$ cat src/rtl/prv_trap_ctrl.sv
// prv_trap_ctrl: machine-mode trap/return sequencer that latches trap CSRs and redirects the PC
// Ports:
//   CLK, nRST                   clock (rising edge), synchronous active-low reset
//   exc_req[8:0]                {fault_s, fault_l, mal_s, mal_l, env, breakpoint, illegal_insn, mal_insn, fault_insn}
//   ret                         MRET retiring
//   epc, badaddr                faulting/interrupted PC and faulting address
//   pipe_clear                  pipeline drained, safe to redirect
//   irq_pend, irq_en            {ext, soft, timer} pending and per-source enable
//   mstatus_mie                 global interrupt enable
//   mtvec                       [31:2] base, [1:0] mode
//   priv_pc, insert_pc          redirect target and one-cycle redirect strobe
//   intr                        trap pending, flush request to the hazard unit
//   mepc, mcause, mtval         trap CSR registers
//   mie_clr, mie_restore        one-cycle pulses to the mstatus logic
// Build option: define VECTORED_INT_EN to enable vectored interrupt targets when mtvec[1:0] == 2'b01.
module prv_trap_ctrl (
  input  logic        CLK,
  input  logic        nRST,
  input  logic [8:0]  exc_req,
  input  logic        ret,
  input  logic [31:0] epc,
  input  logic [31:0] badaddr,
  input  logic        pipe_clear,
  input  logic [2:0]  irq_pend,
  input  logic [2:0]  irq_en,
  input  logic        mstatus_mie,
  input  logic [31:0] mtvec,
  output logic [31:0] priv_pc,
  output logic        insert_pc,
  output logic        intr,
  output logic [31:0] mepc,
  output logic [31:0] mcause,
  output logic [31:0] mtval,
  output logic        mie_clr,
  output logic        mie_restore
);
  typedef enum logic [1:0] {IDLE, TRAP_WAIT, RET_WAIT, INSERT} state_t;
  state_t state, state_nxt;
  logic [2:0] irq_act;
  logic exc, irq_take, trap_take, tval_sel, ret_insert;
  logic [31:0] cause_nxt, base, trap_pc;
  logic unused_epc;
  assign irq_act = irq_pend & irq_en;
  assign exc = |exc_req;
  assign irq_take = mstatus_mie && |irq_act;
  assign trap_take = exc || irq_take;
  assign base = {mtvec[31:2], 2'b00};
  assign unused_epc = ^epc[1:0];
  // exc_req bit order already matches exception priority, so the lowest set bit wins
  always_comb begin
    cause_nxt = exc_req[0] ? 32'd1 :
                exc_req[1] ? 32'd0 :
                exc_req[2] ? 32'd2 :
                exc_req[3] ? 32'd3 :
                exc_req[4] ? 32'd11 :
                exc_req[5] ? 32'd4 :
                exc_req[6] ? 32'd6 :
                exc_req[7] ? 32'd5 :
                exc_req[8] ? 32'd7 :
                irq_act[2] ? 32'h8000_000B :
                irq_act[1] ? 32'h8000_0003 : 32'h8000_0007;
    tval_sel = exc && !(cause_nxt inside {32'd2, 32'd3, 32'd11});
  end
`ifdef VECTORED_INT_EN
  assign trap_pc = (mcause[31] && mtvec[1:0] == 2'b01) ? base + {25'd0, mcause[4:0], 2'b00} : base;
`else
  logic unused_mode;
  assign unused_mode = ^mtvec[1:0];
  assign trap_pc = base;
`endif
  always_ff @(posedge CLK)
    if (!nRST) state <= IDLE;
    else state <= state_nxt;
  always_comb begin
    state_nxt = state == IDLE ? (trap_take ? TRAP_WAIT : ret ? RET_WAIT : IDLE) :
                state == INSERT ? IDLE :
                pipe_clear ? INSERT : state;
    intr = state == TRAP_WAIT;
    insert_pc = state == INSERT;
    mie_restore = state == INSERT && ret_insert;
  end
  always_ff @(posedge CLK)
    if (!nRST) begin
      priv_pc <= '0;
      mepc <= '0;
      mcause <= '0;
      mtval <= '0;
      mie_clr <= 1'b0;
      ret_insert <= 1'b0;
    end else begin
      mie_clr <= state == IDLE && trap_take;
      if (state == IDLE && trap_take) begin
        mepc <= {epc[31:2], 2'b00};
        mcause <= cause_nxt;
        mtval <= tval_sel ? badaddr : 32'd0;
      end
      // target is captured on the edge into INSERT so it stays stable until the next redirect
      if ((state == TRAP_WAIT || state == RET_WAIT) && pipe_clear) begin
        priv_pc <= state == RET_WAIT ? mepc : trap_pc;
        ret_insert <= state == RET_WAIT;
      end
    end
endmodule
$ cat config.mk
export PLATFORM = sky130hd
export DESIGN_NAME = prv_trap_ctrl
export DESIGN_NICKNAME = d
export VERILOG_FILES = /design/src/rtl/prv_trap_ctrl.sv
export SDC_FILE = /design/constraint.sdc
export NUM_CORES = 1
export LEC_CHECK = 0
export ABC_AREA = 1
export ABC_CLOCK_PERIOD_IN_PS = 2700
export CAP_MARGIN = 20
export CORE_MARGIN = 2
export CORE_UTILIZATION = 40
export DETAILED_ROUTE_END_ITERATION = 8
export PLACE_DENSITY = 0.83
export SLEW_MARGIN = 10
export SYNTH_ARGS = -nofsm -noshare
export SYNTH_HDL_FRONTEND = slang
export SYNTH_SLANG_ARGS = --single-unit
$ cat constraint.sdc
create_clock -name CLK -period 2.7 [get_ports CLK]
set_input_delay 0.54 -clock CLK [delete_from_list [all_inputs] [get_ports CLK]]
set_output_delay 0.54 -clock CLK [all_outputs]
set_load 0.005 [all_outputs]
After elaboration in Yosys (flattened, before gate mapping)
Index checks and enable logic that the tools add are counted.
{"block": "word_totals", "register_bits": 130, "inputBits": 116, "output_inout_bits": 132, "elab_cells": 45}
{"block": "classes", "eq_ne": 6, "n_mux": 18, "bitwise_logic": 1, "reduce_logical": 13}
{"operator": "2-to-1 mux 32 bit", "n": 11}
{"operator": "== test 32 x 2 -> 1 bit (second input constant)", "n": 2}
{"operator": "== test 32 x 4 -> 1 bit (second input constant)", "n": 1}
{"operator": "2-to-1 mux 2 bit", "n": 5}
{"operator": "OR reduction 9 bit", "n": 1}
{"operator": "nonzero test 3 bit", "n": 2}
{"operator": "logical AND 1 bit", "n": 5}
{"operator": "== test 2 bit (second input constant)", "n": 2}
{"operator": "2-to-1 mux 4 bit", "n": 1}
{"operator": "AND 3 bit", "n": 1}
{"operator": "2-to-1 mux 3 bit", "n": 1}
{"operator": "OR reduction 3 bit", "n": 1}
{"operator": "== test 2 x 1 -> 1 bit (second input constant)", "n": 1}
{"operator": "zero test 2 bit", "n": 1}
{"operator": "logical OR 1 bit", "n": 2}
{"operator": "zero test 1 bit", "n": 1}

Logic depth before layout (Yosys ltp)
Gate-level depths: netlist (run 1).
{"block": "depth", "word_depth": 17, "depth_mapped": 9, "mapped_depth_nobuf": 8}

Least setup slack after synthesis (run 1)
Ideal clock, no wire load.
{"block": "synth_timing", "path_type": "input -> register", "from": "input port exc_req[7]", "to": "register mtval[23]", "setup_time_ns": 0.070, "arrival_ns": 1.491, "required_time_ns": 2.630, "setup_slack_ns": 1.139, "path_stages": 9, "path_buffers": 2, "cell_sequence": "nor2_1 nand2_2 nor2_4 nand2_2 nand2_2 buf_6 buf_8 nand2_2 a21oi_2"}
{"block": "synth_between", "elab_chain_len": 13, "elab_cells_between_ends": 18, "cone_classes": "eq/ne (3); mux (9); reduce/logical (6)"}
{"item": "from (decl)", "line_no": "19", "rtl": "input logic [8:0] exc_req,"}
{"item": "2-to-1 mux 32 bit", "line_no": "58", "rtl": "exc_req[7] ? 32'd5 :"}
{"item": "2-to-1 mux 32 bit", "line_no": "57", "rtl": "exc_req[6] ? 32'd6 :"}
{"item": "2-to-1 mux 32 bit", "line_no": "56", "rtl": "exc_req[5] ? 32'd4 :"}
{"item": "2-to-1 mux 32 bit", "line_no": "55", "rtl": "exc_req[4] ? 32'd11 :"}
{"item": "2-to-1 mux 32 bit", "line_no": "54", "rtl": "exc_req[3] ? 32'd3 :"}
{"item": "2-to-1 mux 32 bit", "line_no": "53", "rtl": "exc_req[2] ? 32'd2 :"}
{"item": "2-to-1 mux 32 bit", "line_no": "52", "rtl": "exc_req[1] ? 32'd0 :"}
{"item": "2-to-1 mux 32 bit", "line_no": "51", "rtl": "cause_nxt = exc_req[0] ? 32'd1 :"}
{"item": "== test 32 x 2 -> 1 bit or == test 32 x 4 -> 1 bit (tied branches)", "line_no": "62", "rtl": "tval_sel = exc && !(cause_nxt inside {32'd2, 32'd3, 32'd11});"}
{"item": "nonzero test 3 bit", "line_no": "62"}
{"item": "zero test 1 bit", "line_no": "62"}
{"item": "logical AND 1 bit", "line_no": "62"}
{"item": "2-to-1 mux 32 bit", "line_no": "95", "rtl": "mtval <= tval_sel ? badaddr : 32'd0;"}
{"item": "to (signal assigned)", "line_no": "95"}
{"item": "to (decl)", "line_no": "33", "rtl": "output logic [31:0] mtval,"}
Parallel ways exist; a longest one is shown, timed or not.
A chain may end at the register's enable or synchronous reset.

Final worst setup path (run 1)
{"block": "layout_timing", "from": "register state[1]", "to": "output port mie_restore"}
{"block": "layout_between", "elab_chain_len": 2}
{"item": "from (decl)", "line_no": "38", "rtl": "state_t state, state_nxt;"}
{"item": "from (signal assigned)", "line_no": "73", "rtl": "else state <= state_nxt;"}
{"item": "== test 2 bit", "line_no": "80", "rtl": "mie_restore = state == INSERT && ret_insert;"}
{"item": "logical AND 1 bit", "line_no": "80"}
{"item": "to (decl)", "line_no": "35", "rtl": "output logic mie_restore"}
Every way passes these cells.

==> impl_results.md, run 1 <==
* Status: completed
* Post-CTS Repair Setup Buffers at 0
* Int Pwr at 3.53 mW
* Total GRT Usage at 20.8%
* Root Buffer: clkbuf_8
* Synth Area in Adders at 1.12%
* Die Ht at 109 microns
* Combinational power share at 44.4%
* LEAKAGE at 2.86 nW
* Drt pass-1 iters at 4
* Worst Tran Pin Value at 0.669 ns
* Top cells by count, synth: 101 x dfxtp_1, 101 x nand2_1, 74 x nor2_1, 66 x nand3_1, 46 x inv_1
* Post-synth top area share at 45.4%
* Port Buf Inserts at 212
* Most used DFF post-synth: dfxtp_1
* Routed vias at 4458
* Core area at 10800 sq um
* Syn Std Cell Area at 4450 sq um
* N_diodes at 0
* GP Congestion at 0.831
* Vias/cell at 4.81
* Ys async rst share at 0%
* Clock power frac at 16.2%
* Fraction of synthesized area in multiplexers at 0%
* Die area at 12000 sq um
* Placed insts at 910
* Net switching power at 1.97 mW
* DPL Wire Length at 9260 microns
* Number of flops mapped to enable cells by yosys at 0
* Yosys warns at 0
* Post-synthesis register bit count at 101
* Synth Area in Simple Gates at 25.3%
* Maxcap violations at 0
* Peak Freq at 467 MHz
* Mapped Cells at 588
* Worst-path fanout max at 4
* Layout cells sized above 1 at 7.00%
* PD cells at 820 nW/um^2
* Synth Area in XOR/XNOR at 0%
* Post-route DRC at 0
* Clk slew on worst S/H paths at 0.10 ns
* Rows at 38
* Nets at 901
* Min-delay worst type: register to register
* Initial Utilization at 41.0%
* Total wire length at 12900 microns
* DR WL/cell at 13.9 microns
* Clk_lat worst skew at 0.35 ns
* Largest net degree at the start of global routing at 63
* Clock Skews at 0.0174 ns
* CP arrival at 1.60 ns
* Fin util at 61.9%
* Mapped Avg Cell Area at 7.57 sq um
* Main combinational cell family by area after synthesis: simple AND/OR/NAND/NOR gates
* Setup CP Type: register to primary output
* Clk buf depth at 2
* First-pass GRT wire length at 19900 microns
* Area Overhead vs Synth at 50.8%
* Fin crit share at 79.3%
* Min Tclk post-route at 2.14 ns
* Flop pwr share at 39.4%
* Register area share after synthesis at 45.4%
* Drt first-iter violations at 257
* CP endpoint kind: primary output
* # IOs at 248
* Main area contributors after synthesis: dfxtp_1 45%, nand2_1 8.5%, nand3_1 7.4%
* Peak VDD IR at 0.391 mV
* Critical path required time at 2.16 ns
* Switching Fraction at 35.9%
* Max-slew violations at 0
* Post-Layout Cell Count at 926
* CTS tree: yes
* Number of H-tree levels at 3
* Clock sink count at 101
* Number of CTS-inserted buffers at 9
* Largest area contributor in the netlist: dfxtp_1
* Resize count post-CTS at 0
* Compound-cell area share of the yosys netlist at 14.2%
* Remaining Overflow, GRT at 0
* Post-CTS Hold Buffers at 0
* Vias in the first global route at 4243
* Final hold violations at 0
* Post-DRT Antenna Nets at 0
* CP Launch Type: register
* Total Neg Setup Slack at 0 ns
* Worst rel slew slack at 55.3%
* Die width at 109 microns
* Final Setup Violations at 0
* Initial antenna violation count at 0
* RSZ-0062 raised after global routing: false
* Netlist cell types at 27
-- through the flow --
step	hold slack [ns]	instance area, sq um	worst slack, ns	power, mW
floorplan	0.460	4560	1.14	3.44
global placement	0.450	6530	0.435	4.60
detailed placement	0.454	6530	0.380	4.67
CTS	0.472	6710	0.539	5.57
global route	0.489	6710	0.501	5.91
finish	0.470	6710	0.560	5.50
-- worst paths after layout --
path	start	end	slack (ns)	cells past startpoint
min reg2reg	mtval[8]$_SDFFE_PN0P_	mtval[8]$_SDFFE_PN0P_	0.47	2
max	state[1]$_SDFFE_PN0P_	mie_restore	0.56	4
max reg2reg	state[0]$_SDFFE_PN0P_	mepc[12]$_SDFFE_PN0P_	1.01	6
min	mtval[8]$_SDFFE_PN0P_	mtval[8]$_SDFFE_PN0P_	0.47	2
-- cells in the final DEF, fill, tap and decap left out, drive strengths merged, types with 2 or more instances in the layout --
cell           instances
a21oi                 36
buf                   10
clkbuf                11
clkdlybuf4s50        211
clkinv                 3
conb                  31
dfxtp                101
ha                     4
inv                   50
nand2                112
nand3                 67
nand4                  2
nor2                  79
o211ai                30
o21ai                 36
-- cell type report --
class | instances | area, sq um
fillers | 929 | 4130
clock inverters | 5 | 42.5
clock buffers | 11 | 141
inverters | 49 | 184
repair buffers | 221 | 2220
multi-input cells | 399 | 1920
well taps | 140 | 175
flip-flops and latches | 101 | 2020
-- routing by layer --
layer	global-route usage [%]	part of all wire (%)	up-vias
li1	-	-	2228
met1	23.0	39	2035
met2	37.3	49	185
met3	7.71	11	10
met4	6.15	1.2	0
met5	0	0	-
-- registers in the layout, indices dropped and copies added, names as in the netlist --
| register | count |
|---|---|
| mepc | 30 |
| state | 2 |
| priv_pc | 30 |
| ret_insert | 1 |
| mcause | 5 |
| mie_clr | 1 |
| mtval | 32 |
-- worst max-delay path, stage by stage, from the launching register on --
cell,delay (ns)
dfxtp_1,0.40
ha_1,0.22
nand2_1,0.07
inv_1,0.05
clkdlybuf4s50_1,0.51
-- power groups by stage --
stage	registers (mW)	clock network [mW]	logic [mW]
floorplan	2.21	0	1.23
global placement	2.18	0	2.43
detailed placement	2.20	0	2.47
CTS	2.17	0.926	2.48
global route	2.22	0.973	2.72
finish	2.17	0.890	2.45
-- cells by family after synthesis --
family	count (synthesis)
compound gates	103
fa+ha+maj	4
buf+inv	118
flops	101
other cells	1
simple gates	261
(Power assumes the default switching activity.)
==> run 2: changes to the inputs <==
--- a/config.mk
+++ b/config.mk
@@ -6,12 +6,12 @@
 export NUM_CORES = 1
 export LEC_CHECK = 0
 export ABC_AREA = 1
-export ABC_CLOCK_PERIOD_IN_PS = 2700
+export ABC_CLOCK_PERIOD_IN_PS = 1900
 export CAP_MARGIN = 20
 export CORE_MARGIN = 2
-export CORE_UTILIZATION = 40
+export CORE_UTILIZATION = 35
 export DETAILED_ROUTE_END_ITERATION = 8
-export PLACE_DENSITY = 0.83
+export PLACE_DENSITY = 0.77
 export SLEW_MARGIN = 10
 export SYNTH_ARGS = -nofsm -noshare
 export SYNTH_HDL_FRONTEND = slang
==> constraint.sdc (replaced) <==
create_clock -name CLK -period 1.9 [get_ports CLK]
set_input_delay 0.38 -clock CLK [delete_from_list [all_inputs] [get_ports CLK]]
set_output_delay 0.38 -clock CLK [all_outputs]
set_load 0.005 [all_outputs]
==> run 2 against run 1 <==
Effect of this change: sequential cell count unchanged; total power rose by 58%; sequential power rose by 41%; cell count rose by 5.3%.
==> impl_results.md, run 2 (same netlist as run 1, synthesis figures left out) <==
* Int Pwr at 5.73 mW (+63%)
* Met1 Use GR at 22.6% (-0.39 points)
* Clk_lat worst skew at 0.34 ns (about the same)
* Post-CTS Hold Buffers at 0 (unchanged)
* Final Setup Violations at 0 (unchanged)
* CP endpoint kind: register
* Net switching power at 2.97 mW (+50%)
* Total GRT Usage at 18.9% (-1.9 points)
* Rows at 41 (+7.9%)
* PD cells at 1230 nW/um^2 (+50%)
* Drt pass-1 iters at 4 (unchanged)
* Clock sink count at 101 (unchanged)
* Initial Utilization at 35.5% (-5.5 points)
* Top Registers: mtval (32), mepc (30), priv_pc (30)
* Worst path slowest cell: dfxtp_2
* Post-DRT Antenna Nets at 0 (unchanged)
* Met2 Usage GRT at 31.1% (-6.2 points)
* Port Buf Inserts at 212 (unchanged)
* Top Usage Layer GRT: met2
* Remaining Overflow, GRT at 0 (unchanged)
* Flop pwr share at 35.3% (-4.1 points)
* # IOs at 248 (unchanged)
* Hold wc startpoint: nRST
* Clk buf depth at 2 (unchanged)
* Crit Reg-Reg Startpoint: state[0]$_SDFFE_PN0P_
* Reg2reg end: mtval[15]$_SDFFE_PN0P_
* Clk slew on worst S/H paths at 0.07 ns (-0.03 ns)
* Crit path largest cell delay at 0.34 ns (-0.17 ns)
* Hold Crit Depth at 4 (+2)
* Peak VDD IR at 0.633 mV (+62%)
* CTS tree: yes
* Most frequent cells in the layout: 208 x clkdlybuf4s50_1, 101 x nand2_1, 99 x dfxtp_1
* Peak Freq at 598 MHz
* WHS at 0.374 ns (-0.0959 ns)
* Setup WS post-layout at 0.227 ns (-0.333 ns)
* Die area at 13600 sq um (+14%)
* Worst-path fanout max at 33 (+29)
* Total Neg Setup Slack at 0 ns (unchanged)
* Vias in the first global route at 4066 (-4.2%)
* Fin crit share at 88.0%
* Total wire length at 13000 microns (+1.1%)
* Area Overhead vs Synth at 58.5%
* Reg-to-reg slack, setup at 0.23 ns (-0.78 ns)
* LEAKAGE at 3.05 nW (+6.8%)
* Die width at 117 microns (+6.7%)
* Fin util at 56.4% (-5.5 points)
* Root Buffer: clkbuf_16
* CP startpoint: state[0]$_SDFFE_PN0P_
* Initial antenna violation count at 1 (+1)
* Switching Fraction at 34.1% (-1.8 points)
* Most frequent CP cell: inv_1
* DR WL/cell at 13.3 microns (-4.0%)
* RSZ-0062 raised after global routing: false
* Final hold violations at 0 (unchanged)
* Clock Skews at 0.00808 ns (-0.00930 ns)
* Max-slew violations at 0 (unchanged)
* Largest net degree at the start of global routing at 37 (-41%)
* Status: completed
* Nets at 917 (+1.8%)
* Most common cell after layout, fill and taps aside: clkdlybuf4s50_1
* Routed vias at 4338 (-2.7%)
* Drt first-iter violations at 240 (-6.6%)
* Post-Place Setup Slack at -0.0916 ns (-0.472 ns)
* Max reg flops at 32 (unchanged)
* Vias/cell at 4.45 (-7.6%)
* Min-delay worst type: primary input to register
* Crit-path cells: buf_4 > inv_1 > ha_1 > inv_1 > nor2_2 > buf_12 > nand3_1 > a21oi_1
* Combinational power share at 42.7% (-1.7 points)
* CP Launch Type: register
* CP arrival at 1.95 ns (+0.35 ns)
* Setup CP Type: register to register
* GP Congestion at 0.799 (-3.9%)
* Number of CTS-inserted buffers at 9 (unchanged)
* Core area at 12500 sq um (+15%)
* DPL Wire Length at 9220 microns (-0.44%)
* Layout cells sized above 1 at 9.35% (+2.4 points)
* Min Tclk post-route at 1.67 ns
* FILL cells at 1209 (+30%)
* Hold endpoint: mcause[31]$_SDFFE_PN0P_
* Maxcap violations at 0 (unchanged)
* R2R cell count at 8 (+2)
* First-pass GRT wire length at 20000 microns (+0.48%)
* Die Ht at 117 microns (+6.7%)
* Grt met3 use at 7.16% (-0.54 points)
* Post-route DRC at 0 (unchanged)
* Number of H-tree levels at 3 (unchanged)
* Top reg by flops: mtval
* Critical path required time at 2.18 ns (+0.02 ns)
* Clock power frac at 22.0% (+5.8 points)
==> run 2: timing repair <==
item	in CTS	in global routing
setup endpoints to repair	2	2
buffers inserted	1	0
resized for setup	4	2
==> run 2: per-stage QoR <==
step,cell area (sq um),std cells,total power [mW]
floorplan,4560,618,4.89
global placement,6730,957,6.82
detailed placement,6730,957,6.88
CTS,7050,974,8.84
global route,7050,975,9.33
finish,7050,975,8.71
==> run 2: routing by layer <==
layer	up-vias	routed length (microns)
met5	-	0
met4	0	204
met3	12	1220
met2	162	6050
met1	1904	5520
li1	2260	-
==> run 2: how the worst max path moves through the flow <==
stage	cells past startpoint	slack, ns	end
after CTS	3	0.03	intr
after global routing	8	0.1	mtval[13]$_SDFFE_PN0P_
after global placement	9	-0.08	mcause[31]$_SDFFE_PN0P_
after detailed placement	9	-0.09	mcause[31]$_SDFFE_PN0P_
final	8	0.23	mtval[15]$_SDFFE_PN0P_
after floorplan	7	0.42	mtval[23]$_SDFFE_PN0P_
==> run 2: worst max-delay path: cells and delay by family (launching register included) <==
kind | cells | cell delay (ns)
and+or+nand+nor | 2 | 0.31
buffers and inverters | 4 | 0.50
AOI/OAI and AO/OA | 1 | 0.13
adders and majority gates | 1 | 0.32
DFF | 1 | 0.34
==> run 2: power groups by stage <==
stage / clock network, mW / logic [mW] / registers (mW)
3_3_place_gp: 0 / 3.73 / 3.10
3_5_place_dp: 0 / 3.76 / 3.12
4_1_cts: 1.97 / 3.79 / 3.08
2_1_floorplan: 0 / 1.75 / 3.14
5_1_grt: 2.04 / 4.15 / 3.15
6_report: 1.91 / 3.72 / 3.07
==> run 2: area by class of cell <==
class                   count  area, sq um  share of cell area (%)
repair buffers            237         2400                    34.0
flip-flops and latches    101         2020                    28.7
multi-input cells         399         1930                    27.3
clock buffers               9          225                    3.19
well taps                 172          215                    3.05
inverters                  49          184                    2.61
clock inverters             7         81.3                    1.15
diodes                      1         2.50                  0.0355
